**src/rtl/fetch_pc_stage_if.sv**
```systemverilog
// Fetch-stage bus: hazard/predictor/IMEM inputs and the PC, IF/ID and counter outputs.
interface fetch_pc_stage_if #(
  parameter int unsigned XLEN  = 32,
  parameter int unsigned IDX_W = 8,
  parameter int unsigned CNT_W = 16
);

  // Into the fetch stage
  logic             stall_i;
  logic             flush_i;
  logic [XLEN-1:0]  nxt_pc_i;
  logic [31:0]      imem_rdata_i;

  // Out of the fetch stage
  logic [XLEN-1:0]  pc_o;
  logic [XLEN-1:0]  pc_four_o;
  logic [IDX_W-1:0] pc_idx_o;
  logic [4:0]       opcode_o;
  logic             id_valid_o;
  logic [31:0]      id_instr_o;
  logic [XLEN-1:0]  id_pc_o;
  logic [XLEN-1:0]  id_pc_four_o;
  logic             ex_kill_o;
  logic [CNT_W-1:0] fetch_cnt_o;
  logic [CNT_W-1:0] flush_cnt_o;

  // Environment side: hazard unit, predictor and IMEM
  modport master (
    output stall_i, flush_i, nxt_pc_i, imem_rdata_i,
    input  pc_o, pc_four_o, pc_idx_o, opcode_o,
    input  id_valid_o, id_instr_o, id_pc_o, id_pc_four_o,
    input  ex_kill_o, fetch_cnt_o, flush_cnt_o
  );

  // Fetch stage side
  modport slave (
    input  stall_i, flush_i, nxt_pc_i, imem_rdata_i,
    output pc_o, pc_four_o, pc_idx_o, opcode_o,
    output id_valid_o, id_instr_o, id_pc_o, id_pc_four_o,
    output ex_kill_o, fetch_cnt_o, flush_cnt_o
  );

endinterface

```
**src/rtl/fetch_pc_stage.sv**
```systemverilog
// Fetch PC register plus IF/ID pipeline register. Loads the predictor's next PC
// each cycle, squashes IF/ID and pulses ex_kill_o on a redirect, and keeps
// saturating fetch/redirect counters.
module fetch_pc_stage #(
  parameter int unsigned      XLEN     = 32,
  parameter int unsigned      IDX_W    = 8,
  parameter logic [XLEN-1:0]  RESET_PC = '0,
  parameter int unsigned      CNT_W    = 16
) (
  input  logic            clk_i,
  input  logic            rst_ni,
  fetch_pc_stage_if.slave bus
);

  localparam logic [31:0]     NOP       = 32'h0000_0013;
  localparam logic [XLEN-1:0] RESET_ALN = {RESET_PC[XLEN-1:2], 2'b00};

  typedef enum logic [1:0] {
    BOOT,
    RUN,
    REDIR
  } state_e;

  state_e           state_q, state_d;
  logic [XLEN-1:0]  pc_q, pc_d;
  logic             id_valid_q, id_valid_d;
  logic [31:0]      id_instr_q, id_instr_d;
  logic [XLEN-1:0]  id_pc_q, id_pc_d;
  logic [XLEN-1:0]  id_pc_four_q, id_pc_four_d;
  logic             ex_kill_q, ex_kill_d;
  logic [CNT_W-1:0] fetch_cnt_q, fetch_cnt_d;
  logic [CNT_W-1:0] flush_cnt_q, flush_cnt_d;

  logic [XLEN-1:0]  pc_four;
  logic [XLEN-1:0]  nxt_pc_aln;
  logic [CNT_W-1:0] fetch_cnt_inc;
  logic [CNT_W-1:0] flush_cnt_inc;
  logic             unused_nxt_pc_lsbs;

  // Fetch address arithmetic and word alignment of the predictor target
  always_comb begin
    pc_four            = pc_q + XLEN'(4);
    nxt_pc_aln         = {bus.nxt_pc_i[XLEN-1:2], 2'b00};
    unused_nxt_pc_lsbs = ^bus.nxt_pc_i[1:0];
  end

  // Saturating increments: hold at all-ones instead of wrapping
  always_comb begin
    fetch_cnt_inc = (&fetch_cnt_q) ? fetch_cnt_q : fetch_cnt_q + CNT_W'(1);
    flush_cnt_inc = (&flush_cnt_q) ? flush_cnt_q : flush_cnt_q + CNT_W'(1);
  end

  // Next-state and next-register values; REDIR fetches exactly like RUN and
  // only exists so the redirect cycle is visible as a distinct state
  always_comb begin
    state_d      = state_q;
    pc_d         = pc_q;
    id_valid_d   = id_valid_q;
    id_instr_d   = id_instr_q;
    id_pc_d      = id_pc_q;
    id_pc_four_d = id_pc_four_q;
    ex_kill_d    = 1'b0;
    fetch_cnt_d  = fetch_cnt_q;
    flush_cnt_d  = flush_cnt_q;

    unique case (state_q)
      BOOT: begin
        // Predictor output not yet meaningful: hold PC, keep IF/ID empty
        state_d = RUN;
      end
      RUN, REDIR: begin
        if (bus.flush_i) begin
          state_d     = REDIR;
          pc_d        = nxt_pc_aln;
          id_valid_d  = 1'b0;
          id_instr_d  = NOP;
          ex_kill_d   = 1'b1;
          flush_cnt_d = flush_cnt_inc;
        end else if (bus.stall_i) begin
          state_d = RUN;
        end else begin
          state_d      = RUN;
          pc_d         = nxt_pc_aln;
          id_valid_d   = 1'b1;
          id_instr_d   = bus.imem_rdata_i;
          id_pc_d      = pc_q;
          id_pc_four_d = pc_four;
          fetch_cnt_d  = fetch_cnt_inc;
        end
      end
      default: begin
        state_d = BOOT;
      end
    endcase
  end

  // State and pipeline registers with asynchronous active-low reset
  always_ff @(posedge clk_i or negedge rst_ni) begin
    if (!rst_ni) begin
      state_q      <= BOOT;
      pc_q         <= RESET_ALN;
      id_valid_q   <= 1'b0;
      id_instr_q   <= NOP;
      id_pc_q      <= '0;
      id_pc_four_q <= '0;
      ex_kill_q    <= 1'b0;
      fetch_cnt_q  <= '0;
      flush_cnt_q  <= '0;
    end else begin
      state_q      <= state_d;
      pc_q         <= pc_d;
      id_valid_q   <= id_valid_d;
      id_instr_q   <= id_instr_d;
      id_pc_q      <= id_pc_d;
      id_pc_four_q <= id_pc_four_d;
      ex_kill_q    <= ex_kill_d;
      fetch_cnt_q  <= fetch_cnt_d;
      flush_cnt_q  <= flush_cnt_d;
    end
  end

  // Output drive: predictor stage-0 taps are combinational off the PC and IMEM
  always_comb begin
    bus.pc_o         = pc_q;
    bus.pc_four_o    = pc_four;
    bus.pc_idx_o     = pc_q[IDX_W+1:2];
    bus.opcode_o     = bus.imem_rdata_i[6:2];
    bus.id_valid_o   = id_valid_q;
    bus.id_instr_o   = id_instr_q;
    bus.id_pc_o      = id_pc_q;
    bus.id_pc_four_o = id_pc_four_q;
    bus.ex_kill_o    = ex_kill_q;
    bus.fetch_cnt_o  = fetch_cnt_q;
    bus.flush_cnt_o  = flush_cnt_q;
  end

endmodule

```
**src/flat_wrapper.sv**
```systemverilog
// flat-port wrapper written by rule: the top's interface ports become plain ports
module fetch_pc_stage_flat 
#(
  parameter int unsigned      XLEN     = 32,
  parameter int unsigned      IDX_W    = 8,
  parameter logic [XLEN-1:0]  RESET_PC = '0,
  parameter int unsigned      CNT_W    = 16
)
  (clk_i, rst_ni, bus_stall_i, bus_flush_i, bus_nxt_pc_i, bus_imem_rdata_i, bus_pc_o, bus_pc_four_o, bus_pc_idx_o, bus_opcode_o, bus_id_valid_o, bus_id_instr_o, bus_id_pc_o, bus_id_pc_four_o, bus_ex_kill_o, bus_fetch_cnt_o, bus_flush_cnt_o);
  fetch_pc_stage_if #(.XLEN(XLEN), .IDX_W(IDX_W), .CNT_W(CNT_W)) bus_i ();
  input  logic clk_i;
  input  logic rst_ni;
  input wire logic [$bits(bus_i.stall_i)-1:0] bus_stall_i;
  input wire logic [$bits(bus_i.flush_i)-1:0] bus_flush_i;
  input wire logic [$bits(bus_i.nxt_pc_i)-1:0] bus_nxt_pc_i;
  input wire logic [$bits(bus_i.imem_rdata_i)-1:0] bus_imem_rdata_i;
  output wire logic [$bits(bus_i.pc_o)-1:0] bus_pc_o;
  output wire logic [$bits(bus_i.pc_four_o)-1:0] bus_pc_four_o;
  output wire logic [$bits(bus_i.pc_idx_o)-1:0] bus_pc_idx_o;
  output wire logic [$bits(bus_i.opcode_o)-1:0] bus_opcode_o;
  output wire logic [$bits(bus_i.id_valid_o)-1:0] bus_id_valid_o;
  output wire logic [$bits(bus_i.id_instr_o)-1:0] bus_id_instr_o;
  output wire logic [$bits(bus_i.id_pc_o)-1:0] bus_id_pc_o;
  output wire logic [$bits(bus_i.id_pc_four_o)-1:0] bus_id_pc_four_o;
  output wire logic [$bits(bus_i.ex_kill_o)-1:0] bus_ex_kill_o;
  output wire logic [$bits(bus_i.fetch_cnt_o)-1:0] bus_fetch_cnt_o;
  output wire logic [$bits(bus_i.flush_cnt_o)-1:0] bus_flush_cnt_o;
  assign bus_i.stall_i = bus_stall_i;
  assign bus_i.flush_i = bus_flush_i;
  assign bus_i.nxt_pc_i = bus_nxt_pc_i;
  assign bus_i.imem_rdata_i = bus_imem_rdata_i;
  assign bus_pc_o = bus_i.pc_o;
  assign bus_pc_four_o = bus_i.pc_four_o;
  assign bus_pc_idx_o = bus_i.pc_idx_o;
  assign bus_opcode_o = bus_i.opcode_o;
  assign bus_id_valid_o = bus_i.id_valid_o;
  assign bus_id_instr_o = bus_i.id_instr_o;
  assign bus_id_pc_o = bus_i.id_pc_o;
  assign bus_id_pc_four_o = bus_i.id_pc_four_o;
  assign bus_ex_kill_o = bus_i.ex_kill_o;
  assign bus_fetch_cnt_o = bus_i.fetch_cnt_o;
  assign bus_flush_cnt_o = bus_i.flush_cnt_o;
  fetch_pc_stage #(.XLEN(XLEN), .IDX_W(IDX_W), .RESET_PC(RESET_PC), .CNT_W(CNT_W)) u_core (.clk_i(clk_i), .rst_ni(rst_ni), .bus(bus_i));
endmodule
```
**config.mk**
```make
export PLATFORM = sky130hd
export DESIGN_NAME = fetch_pc_stage_flat
export DESIGN_NICKNAME = d
export VERILOG_FILES = /design/src/rtl/fetch_pc_stage_if.sv /design/src/rtl/fetch_pc_stage.sv /design/src/flat_wrapper.sv
export SDC_FILE = /design/constraint.sdc
export NUM_CORES = 1
export LEC_CHECK = 0
export BUFFER_PORTS_ARGS = -buffer_cell sky130_fd_sc_hd__buf_2
export CORE_MARGIN = 5
export CORE_UTILIZATION = 49
export DETAILED_ROUTE_END_ITERATION = 12
export PLACE_DENSITY = 0.91
export SYNTH_ARGS = -nofsm -noshare
export SYNTH_HDL_FRONTEND = slang
export SYNTH_SLANG_ARGS = --single-unit
```
**constraint.sdc**
```tcl
create_clock -name clk_i -period 2.98 [get_ports clk_i]
set_clock_uncertainty 0.15 [all_clocks]
set_input_delay 0.149 -clock clk_i [delete_from_list [all_inputs] [get_ports clk_i]]
set_output_delay 0.149 -clock clk_i [all_outputs]
set_load 0.02 [all_outputs]
```
Word-level counts from Yosys, hierarchy flattened
Cells that the tools add are included.
- register bits after elaboration: 164
- input bits: 68
- output and inout bits: 207
- logic and storage cells: 37
- add/sub/neg operators: 3
- equal/unequal tests: 3
- mux-type cells: 10
- bitwise gates (word level): 4
- reductions and logical operators: 8
- operators with widths (operator ; count):
    32-bit two-way mux ; 4
    16-bit by 1-bit adder with 16-bit output, second input constant ; 2
    32-bit by 3-bit adder with 32-bit output, second input constant ; 1
    16-bit AND reduction ; 2
    3-bit AND reduction ; 2
    1-bit two-way mux ; 4
    1-bit inverter ; 4
    2-bit case mux with 2 select lines ; 1
    4-bit AND reduction ; 1
    2-bit by 1-bit equality test with 1-bit output, second input constant ; 1
    2-bit equality test, second input constant ; 1
    2-bit logical NOT ; 1
    2-bit two-way mux ; 1
    2-bit by 1-bit inequality test with 1-bit output, second input constant ; 1
    2-bit AND reduction ; 1
    2-bit OR reduction ; 1

Depth between registers and ports, before layout
Gate-level depths: netlist of run 1.
- depth after elaboration: 3
- gate-level depth with buffers: 8
- gate-level depth less buffers: 8

Least setup slack after synthesis of run 1
OpenSTA, ideal clock, no wires.
- path kind: reg-to-reg
- from: reg u_core.pc_q[7], in the netlist u_core.bus.pc_o[7]
- to: reg u_core.id_pc_four_q[29], in the netlist u_core.bus.id_pc_four_o[29]
- library setup time: 0.067 ns
- data arrival time: 2.377 ns
- data required time: 2.763 ns
- path slack: 0.386 ns
- stages on the path, launching flop included: 7
- path buffers: 1
- clock period less this slack: 2.594 ns
- cells stage by stage: dfrtp_1 > nand4_4 > or4_1 > buf_2 > nor4_2 > xor2_1 > mux2_2
- word-level cells in the longest chain between the ends: 1
- ends and longest elaborated chain (element ; line ; source):
    from (decl) ; fetch_pc_stage.sv:25 ; logic [XLEN-1:0] pc_q, pc_d;
    from (signal assigned) ; fetch_pc_stage.sv:111 ; pc_q <= pc_d;
    32-bit by 3-bit adder with 32-bit output ; fetch_pc_stage.sv:42 ; pc_four = pc_q + XLEN'(4);
    net bus_pc_four_o[29] ; flat_wrapper.sv:18 ; output wire logic [$bits(bus_i.pc_four_o)-1:0] bus_pc_four_o;
    to (signal assigned) ; fetch_pc_stage.sv:115 ; id_pc_four_q <= id_pc_four_d;
    to (decl) ; fetch_pc_stage.sv:29 ; logic [XLEN-1:0] id_pc_four_q, id_pc_four_d;
The timed path passes the listed nets, and every way through them passes these cells.
A chain may end at the register's enable or synchronous reset.

Worst setup path in the final report of run 1
- from: reg u_core.pc_q[9], in the netlist u_core.bus.pc_o[9]
- to: out bus_pc_four_o[31]
- word-level cells in the longest chain between the ends: 1
- ends and longest elaborated chain (element ; line):
    32-bit by 3-bit adder with 32-bit output ; fetch_pc_stage.sv:42
    to (decl) ; flat_wrapper.sv:18
No other way between the ends.

==> flow_metrics.tcl, run 1 <==
set metrics [dict create \
    grt_max_degree 96 \
    synth_edf_count 0 \
    clock_latency_ps 420 \
    slowest_stage "or4_4" \
    r2r_start "u_core.bus.ex_kill_o" \
    start_util_pct 49.48 \
    finalHoldWorstSlack_ps 18.44 \
    cts_buffers 17 \
    setup_viol 0 \
    gr-usage-all-layers_pct 26.13 \
    cts.clk_slew.worst_paths_ps 60 \
    die_y_um 127.7 \
    synth_top_area_share_pct 56.77 \
    finalHoldViolCount 0 \
    fill_cells 957 \
    fin_crit_ps 2877 \
    synth_area_sq_mm 0.006788 \
    synth_ff_type "dfrtp_1" \
    drt-wirelength-per-cell_um 18.16 \
    antenna_found_initial 1 \
    fin_nets 1060 \
    die_w_um 127.7 \
    worstPathArrival_ps 2580 \
    area_delta_synth_final_pct 41.07 \
    final.setup.tns_ps 0 \
    ios 275 \
    power_density_mw_per_mm2 1171 \
    drt-total-wl_um 21410 \
    drt_iter0_markers 317 \
    rr_worst_depth 6 \
    intPower_mw 6.193 \
    worstPathMaxFanout 8 \
    hold_class "input port to flip-flop" \
    fmax_mhz 347.5 \
    path_cells "nand4_4, or4_4, nor4_2, xor2_1, buf_2" \
    slew_headroom_pct 30.37 \
    layoutNonFillerInstCount 1179 \
    yosys_register_bits 157 \
    yosys_warnings 0 \
    cp-end-kind "output port" \
    final_max_slew_viol_count 0 \
    tightest_slew_ps 1041 \
    critPathKind "flip-flop to output port" \
    outcome "finished, final reports clean" \
    p_clk_share_pct 20.7 \
    hold_path_depth 3 \
    rows 43 \
    drc 0 \
    synthArstFlopShare_pct 100.0 \
    cts.sinks 157 \
    clock-root-buffer "clkbuf_16" \
    required_ps 2680 \
    drive_gt1_share_pct 34.13 \
    cts_buffer_depth 2 \
    placed_cells 1078 \
    synthCells 666 \
    synth_cell_types 37 \
    ir_worst_vdd_uv 928.3 \
    routed_via_density 5.301 \
    drt_pass1_iterations 5 \
    fin_crit_sh_pct 96.56 \
    min_from "bus_stall_i" \
    cts_tree "yes" \
    multi_input_area_sq_mm 0.002613 \
    swShare_pct 44.77 \
    synth_area_leaders "dfrtp_1 (57%), nand2_1 (13%), xnor2_1 (4.9%)" \
    core_area_sq_mm 0.01372 \
    regArea_sq_mm 0.003936 \
    grt_pass1_wl_um 33380 \
    via_count 6250 \
    rsz0062_at_grt "no" \
    seq_area_frac_synth_pct 57.94 \
    gp_congestion 0.8673 \
    drv_cap 0 \
    startpoint "u_core.bus.pc_o[9]" \
    p_leak_nw 5.094 \
    seq_power_share_pct 34.5 \
    synth.largest_area_cell "dfrtp_1" \
    grt_pass1_vias 6524 \
    critPathMaxStageDelay_ps 650 \
    cp-start-kind "flip-flop" \
    htreeDepth 4 \
    place_hpwl_um 13950 \
    io_buffers 264 \
    gr-total-overflow 0 \
    power_frac_comb_pct 44.8 \
    n_antenna_cell 0 \
    syn_area_per_cell_sq_um 10.19 \
    ant_nets 0 \
    die-area_sq_mm 0.01631 \
    power_switching_mw 5.019 \
]
==> cells in the final DEF, fill, tap and decap left out, types with 2 or more instances in the layout <==
cell type,synthesis,routed
buf_4,21,11
bufinv_16,0,4
conb_1,1,8
inv_6,0,3
nand3_1,24,23
and3_1,7,6
clkinv_4,0,2
xnor2_1,38,38
a22o_1,29,29
buf_2,1,263
clkbuf_8,0,2
mux2_2,18,18
a31oi_1,2,2
ha_1,5,5
clkbuf_16,0,17
nor3_1,12,12
nor4_1,4,4
dfrtp_2,0,3
inv_1,9,9
and4_1,3,3
dfrtp_1,154,151
a21oi_1,2,2
o22a_1,3,3
nor2_1,13,13
o21ai_0,8,7
nand4_1,20,20
dfstp_2,3,3
xor2_1,19,19
dlygate4sd3_1,0,70
clkinvlp_4,0,2
nand2_1,227,227
nor4_2,3,3
==> flip-flops by register name, indices dropped and copies added, names as in the netlist <==
name / flops
u_core.bus.ex_kill_o: 1
u_core.bus.fetch_cnt_o: 16
u_core.bus.flush_cnt_o: 16
u_core.bus.id_instr_o: 32
u_core.bus.id_pc_four_o: 30
u_core.bus.id_pc_o: 30
u_core.bus.id_valid_o: 1
u_core.bus.pc_o: 30
u_core.state_q: 1
==> cells by family (layout without fill, tap and decap cells) <==
logic type / after synthesis / after routing / share of synthesized area [%]
AOI/OAI and AO/OA: 47 / 47 / 5.401
xor gates and xnor gates: 57 / 57 / 7.355
adders and majority gates: 5 / 5 / 0.9217
buffers and inverters: 60 / 386 / 4.498
DFF: 157 / 157 / 57.94
muxes: 18 / 18 / 2.986
other: 1 / 8 / 0.05525
and+or+nand+nor: 321 / 321 / 20.85
==> final timing paths <==
| check | end | slack [ps] |
|---|---|---|
| max in group asynchronous | u_core.bus.id_instr_o[25] | 1610 |
| hold reg to reg | u_core.bus.id_pc_four_o[10] | 320 |
| setup / recovery | bus_pc_four_o[31] | 100 |
| hold / removal | u_core.bus.pc_o[2] | 20 |
| min in group asynchronous | u_core.bus.fetch_cnt_o[15] | 260 |
| setup reg to reg | u_core.bus.fetch_cnt_o[15] | 370 |
==> through the flow <==
stage	utilization, %	worst slack [ps]	total power [mW]	cell area (sq um)
2_1_floorplan	-	386.1	6.859	6814
3_3_place_gp	59.95	488.4	8.511	8225
3_5_place_dp	59.95	424.9	8.702	8225
4_1_cts	69.73	83.17	11.19	9567
5_1_grt	69.79	18.95	11.79	9575
6_report	69.79	102.6	11.21	9575
==> layer usage <==
metal	share of wire, %	global-route usage, %	vias up
li1	-	-	2822
met1	37	29.22	2999
met2	51	45.93	349
met3	8.3	6.750	78
met4	4.2	13.55	2
met5	0.051	0	-
==> what timing repair did <==
item | 4_1_cts | 5_1_grt
setup buffers | 0 | 0
gates resized for setup | 1 | 4
setup endpoints to repair | 2 | 3
hold buffers | 70 | 0
endpoints found under the hold margin | 153 | 0
==> power groups by stage <==
stage	Combinational (mW)	Sequential [mW]	Clock, mW
after floorplan	2.15	4.71	0
after global placement	4.72	3.79	0
after detailed placement	4.87	3.83	0
after CTS	5.01	3.82	2.35
after global routing	5.37	3.97	2.45
final	5.02	3.87	2.32
==> synthesized netlist by cell type (all sizes together), types with 2 or more instances <==
cell type / number
nor3: 12
clkbuf: 27
a22o: 29
a21oi: 2
nor4: 7
nand4: 21
dfrtp: 154
dfstp: 3
xor2: 19
inv: 9
and4: 3
o21ai: 8
mux2: 18
nor2: 13
xnor2: 38
ha: 5
buf: 24
nand2: 227
o22a: 3
nand3: 24
a31oi: 2
and3: 7
==> critical path: cells and delay by family, from the launching register on <==
family / cells / cell delay, ps
and+or+nand+nor: 3 / 1190
DFF: 1 / 510
xor gates and xnor gates: 1 / 250
buffers and inverters: 1 / 210
==> final cells by class <==
cell class	instances	share of cell area, %
multi-input cells	456	27.28
clock buffers	19	4.730
clock inverters	12	1.921
inverters	9	0.3528
flip-flops and latches	157	41.11
repair buffers	346	22.25
well taps	180	2.352
(Power assumes the default switching activity.)
==> inputs of run 2 (changes only) <==
--- a/config.mk
+++ b/config.mk
@@ -6,7 +6,7 @@
 export NUM_CORES = 1
 export LEC_CHECK = 0
 export BUFFER_PORTS_ARGS = -buffer_cell sky130_fd_sc_hd__buf_2
-export CORE_MARGIN = 5
+export CORE_MARGIN = 2
 export CORE_UTILIZATION = 49
 export DETAILED_ROUTE_END_ITERATION = 12
 export PLACE_DENSITY = 0.91
==> run 2 against run 1 <==
  * Critical path type unchanged
  * Maximum frequency rose by 1.6%
  * Largest power group unchanged
  * Largest cell class unchanged
  * Cell count fell by 0.25%
  * Core utilization fell by 0.43 points
==> flow_metrics.tcl, run 2 (same netlist as run 1, synthesis figures left out) <==
set metrics [dict create \
    outcome "finished, final reports clean" \
    layoutNonFillerInstCount 1176 \
    drt-total-wl_um 20260 \
    ios 275 \
    drt_pass1_iterations 5 \
    cp-start-kind "flip-flop" \
    p_leak_nw 5.080 \
    drt_iter0_markers 479 \
    fin_crit_ps 2832 \
    slew_headroom_pct 31.91 \
    worstPathMaxFanout 7 \
    rsz0062_at_grt "no" \
    cp-end-kind "output port" \
    largest_register_ffs 32 \
    die-area_sq_mm 0.01481 \
    final_max_slew_viol_count 0 \
    fin_crit_sh_pct 95.04 \
    cts_buffers 17 \
    die_w_um 121.7 \
    cts_tree "yes" \
    place_hpwl_um 13050 \
    finalHoldViolCount 0 \
    seq_power_share_pct 34.7 \
    htreeDepth 4 \
    io_buffers 264 \
    routed_via_density 5.269 \
    worstPathArrival_ps 2530 \
    setup_viol 0 \
    power_frac_comb_pct 45.0 \
    finalHoldWorstSlack_ps 44.33 \
    grt_pass1_wl_um 31270 \
    power_density_mw_per_mm2 1162 \
    grt_max_degree 74 \
    grt_pass1_vias 6214 \
    die_y_um 121.7 \
    core_area_sq_mm 0.01372 \
    cts_setup_buffers 0 \
    via_count 6196 \
    gp_congestion 0.8371 \
    placed_cells 1080 \
    n_antenna_cell 0 \
    fmax_mhz 353.1 \
    fin_nets 1056 \
    gr-usage-all-layers_pct 27.44 \
    clock_latency_ps 420 \
    final.setup.tns_ps 0 \
    ir_worst_vdd_uv 901.1 \
    most-common-layout-cells "buf_2 (263), nand2_1 (227), dfrtp_1 (151)" \
    wl_met2_um 10370 \
    drt-wirelength-per-cell_um 17.23 \
    fill_cells 972 \
    power_switching_mw 4.973 \
    ant_nets 0 \
    layout_commonest_cell "buf_2" \
    cts.sinks 157 \
    highest_layer "met4" \
    drv_cap 0 \
    clock-root-buffer "clkbuf_16" \
    drive_gt1_share_pct 34.44 \
    cts.clk_slew.worst_paths_ps 60 \
    area_delta_synth_final_pct 40.20 \
    drc 0 \
    p_clk_share_pct 20.2 \
    antenna_found_initial 0 \
    critPathKind "flip-flop to output port" \
    cts_buffer_depth 2 \
    required_ps 2680 \
    rows 43 \
    gr-total-overflow 0 \
    tightest_slew_ps 1017 \
    intPower_mw 6.083 \
    met1Wirelength_um 7731 \
    start_util_pct 49.48 \
    wl_met3_um 1472 \
    hold_class "input port to flip-flop" \
    fin_util_pct 69.37 \
    multi_input_area_sq_mm 0.002608 \
    regArea_sq_mm 0.003936 \
    swShare_pct 44.98 \
]
[run 2: per-stage QoR]
stage          instance area [sq um]  power, mW  setup slack (ps)
4_1_cts                         9513      10.98             88.32
5_1_grt                         9517      11.65             28.98
3_5_place_dp                    8253      8.660             429.9
3_3_place_gp                    8253      8.486             470.3
2_1_floorplan                   6814      6.859             386.1
6_report                        9517      11.06             147.8
[run 2: final timing paths]
kind | end | from | slack [ps] | cells past startpoint
worst max-delay path | bus_pc_four_o[28] | u_core.bus.pc_o[2] | 150 | 7
worst min-delay path | u_core.bus.id_valid_o | bus_stall_i | 40 | 4
worst max register to register | u_core.bus.fetch_cnt_o[15] | u_core.bus.ex_kill_o | 420 | 6
worst min register to register | u_core.bus.id_pc_o[16] | u_core.bus.id_pc_o[16] | 320 | 2
max in group asynchronous | u_core.bus.id_instr_o[1] | rst_ni | 1650 | 3
min in group asynchronous | u_core.bus.id_pc_four_o[16] | rst_ni | 170 | 2
[run 2: worst max-delay path: stages, from the launching register on]
cell	delay (ps)
dfrtp_1	470
ha_1	230
nand3_1	220
nor4_2	320
buf_4	200
and4bb_1	210
xor2_1	250
buf_2	220
[run 2: area by class of cell]
type	count	area share, %
well taps	180	2.367
flip-flops and latches	157	41.36
clock inverters	13	1.709
repair buffers	342	22.05
multi-input cells	456	27.40
clock buffers	19	4.759
inverters	9	0.3550
[run 2: power by group through the flow]
stage / sequential (mW) / combinational (mW) / clock [mW]
finish: 3.84 / 4.98 / 2.24
global route: 3.94 / 5.33 / 2.38
CTS: 3.79 / 4.93 / 2.26
detailed placement: 3.80 / 4.86 / 0
global placement: 3.77 / 4.71 / 0
floorplan: 4.71 / 2.15 / 0
[run 2: metal layers]
layer  track usage, %  up-vias
met5                0        -
met4            13.86        0
met3            7.537       62
met2            46.38      330
met1            32.23     2976
li1                 -     2828
[run 2: timing repair]
item	in CTS	in global routing
setup endpoints to repair	2	3
endpoints found under the hold margin	135	0
resized for setup	1	3
hold buffers	64	0
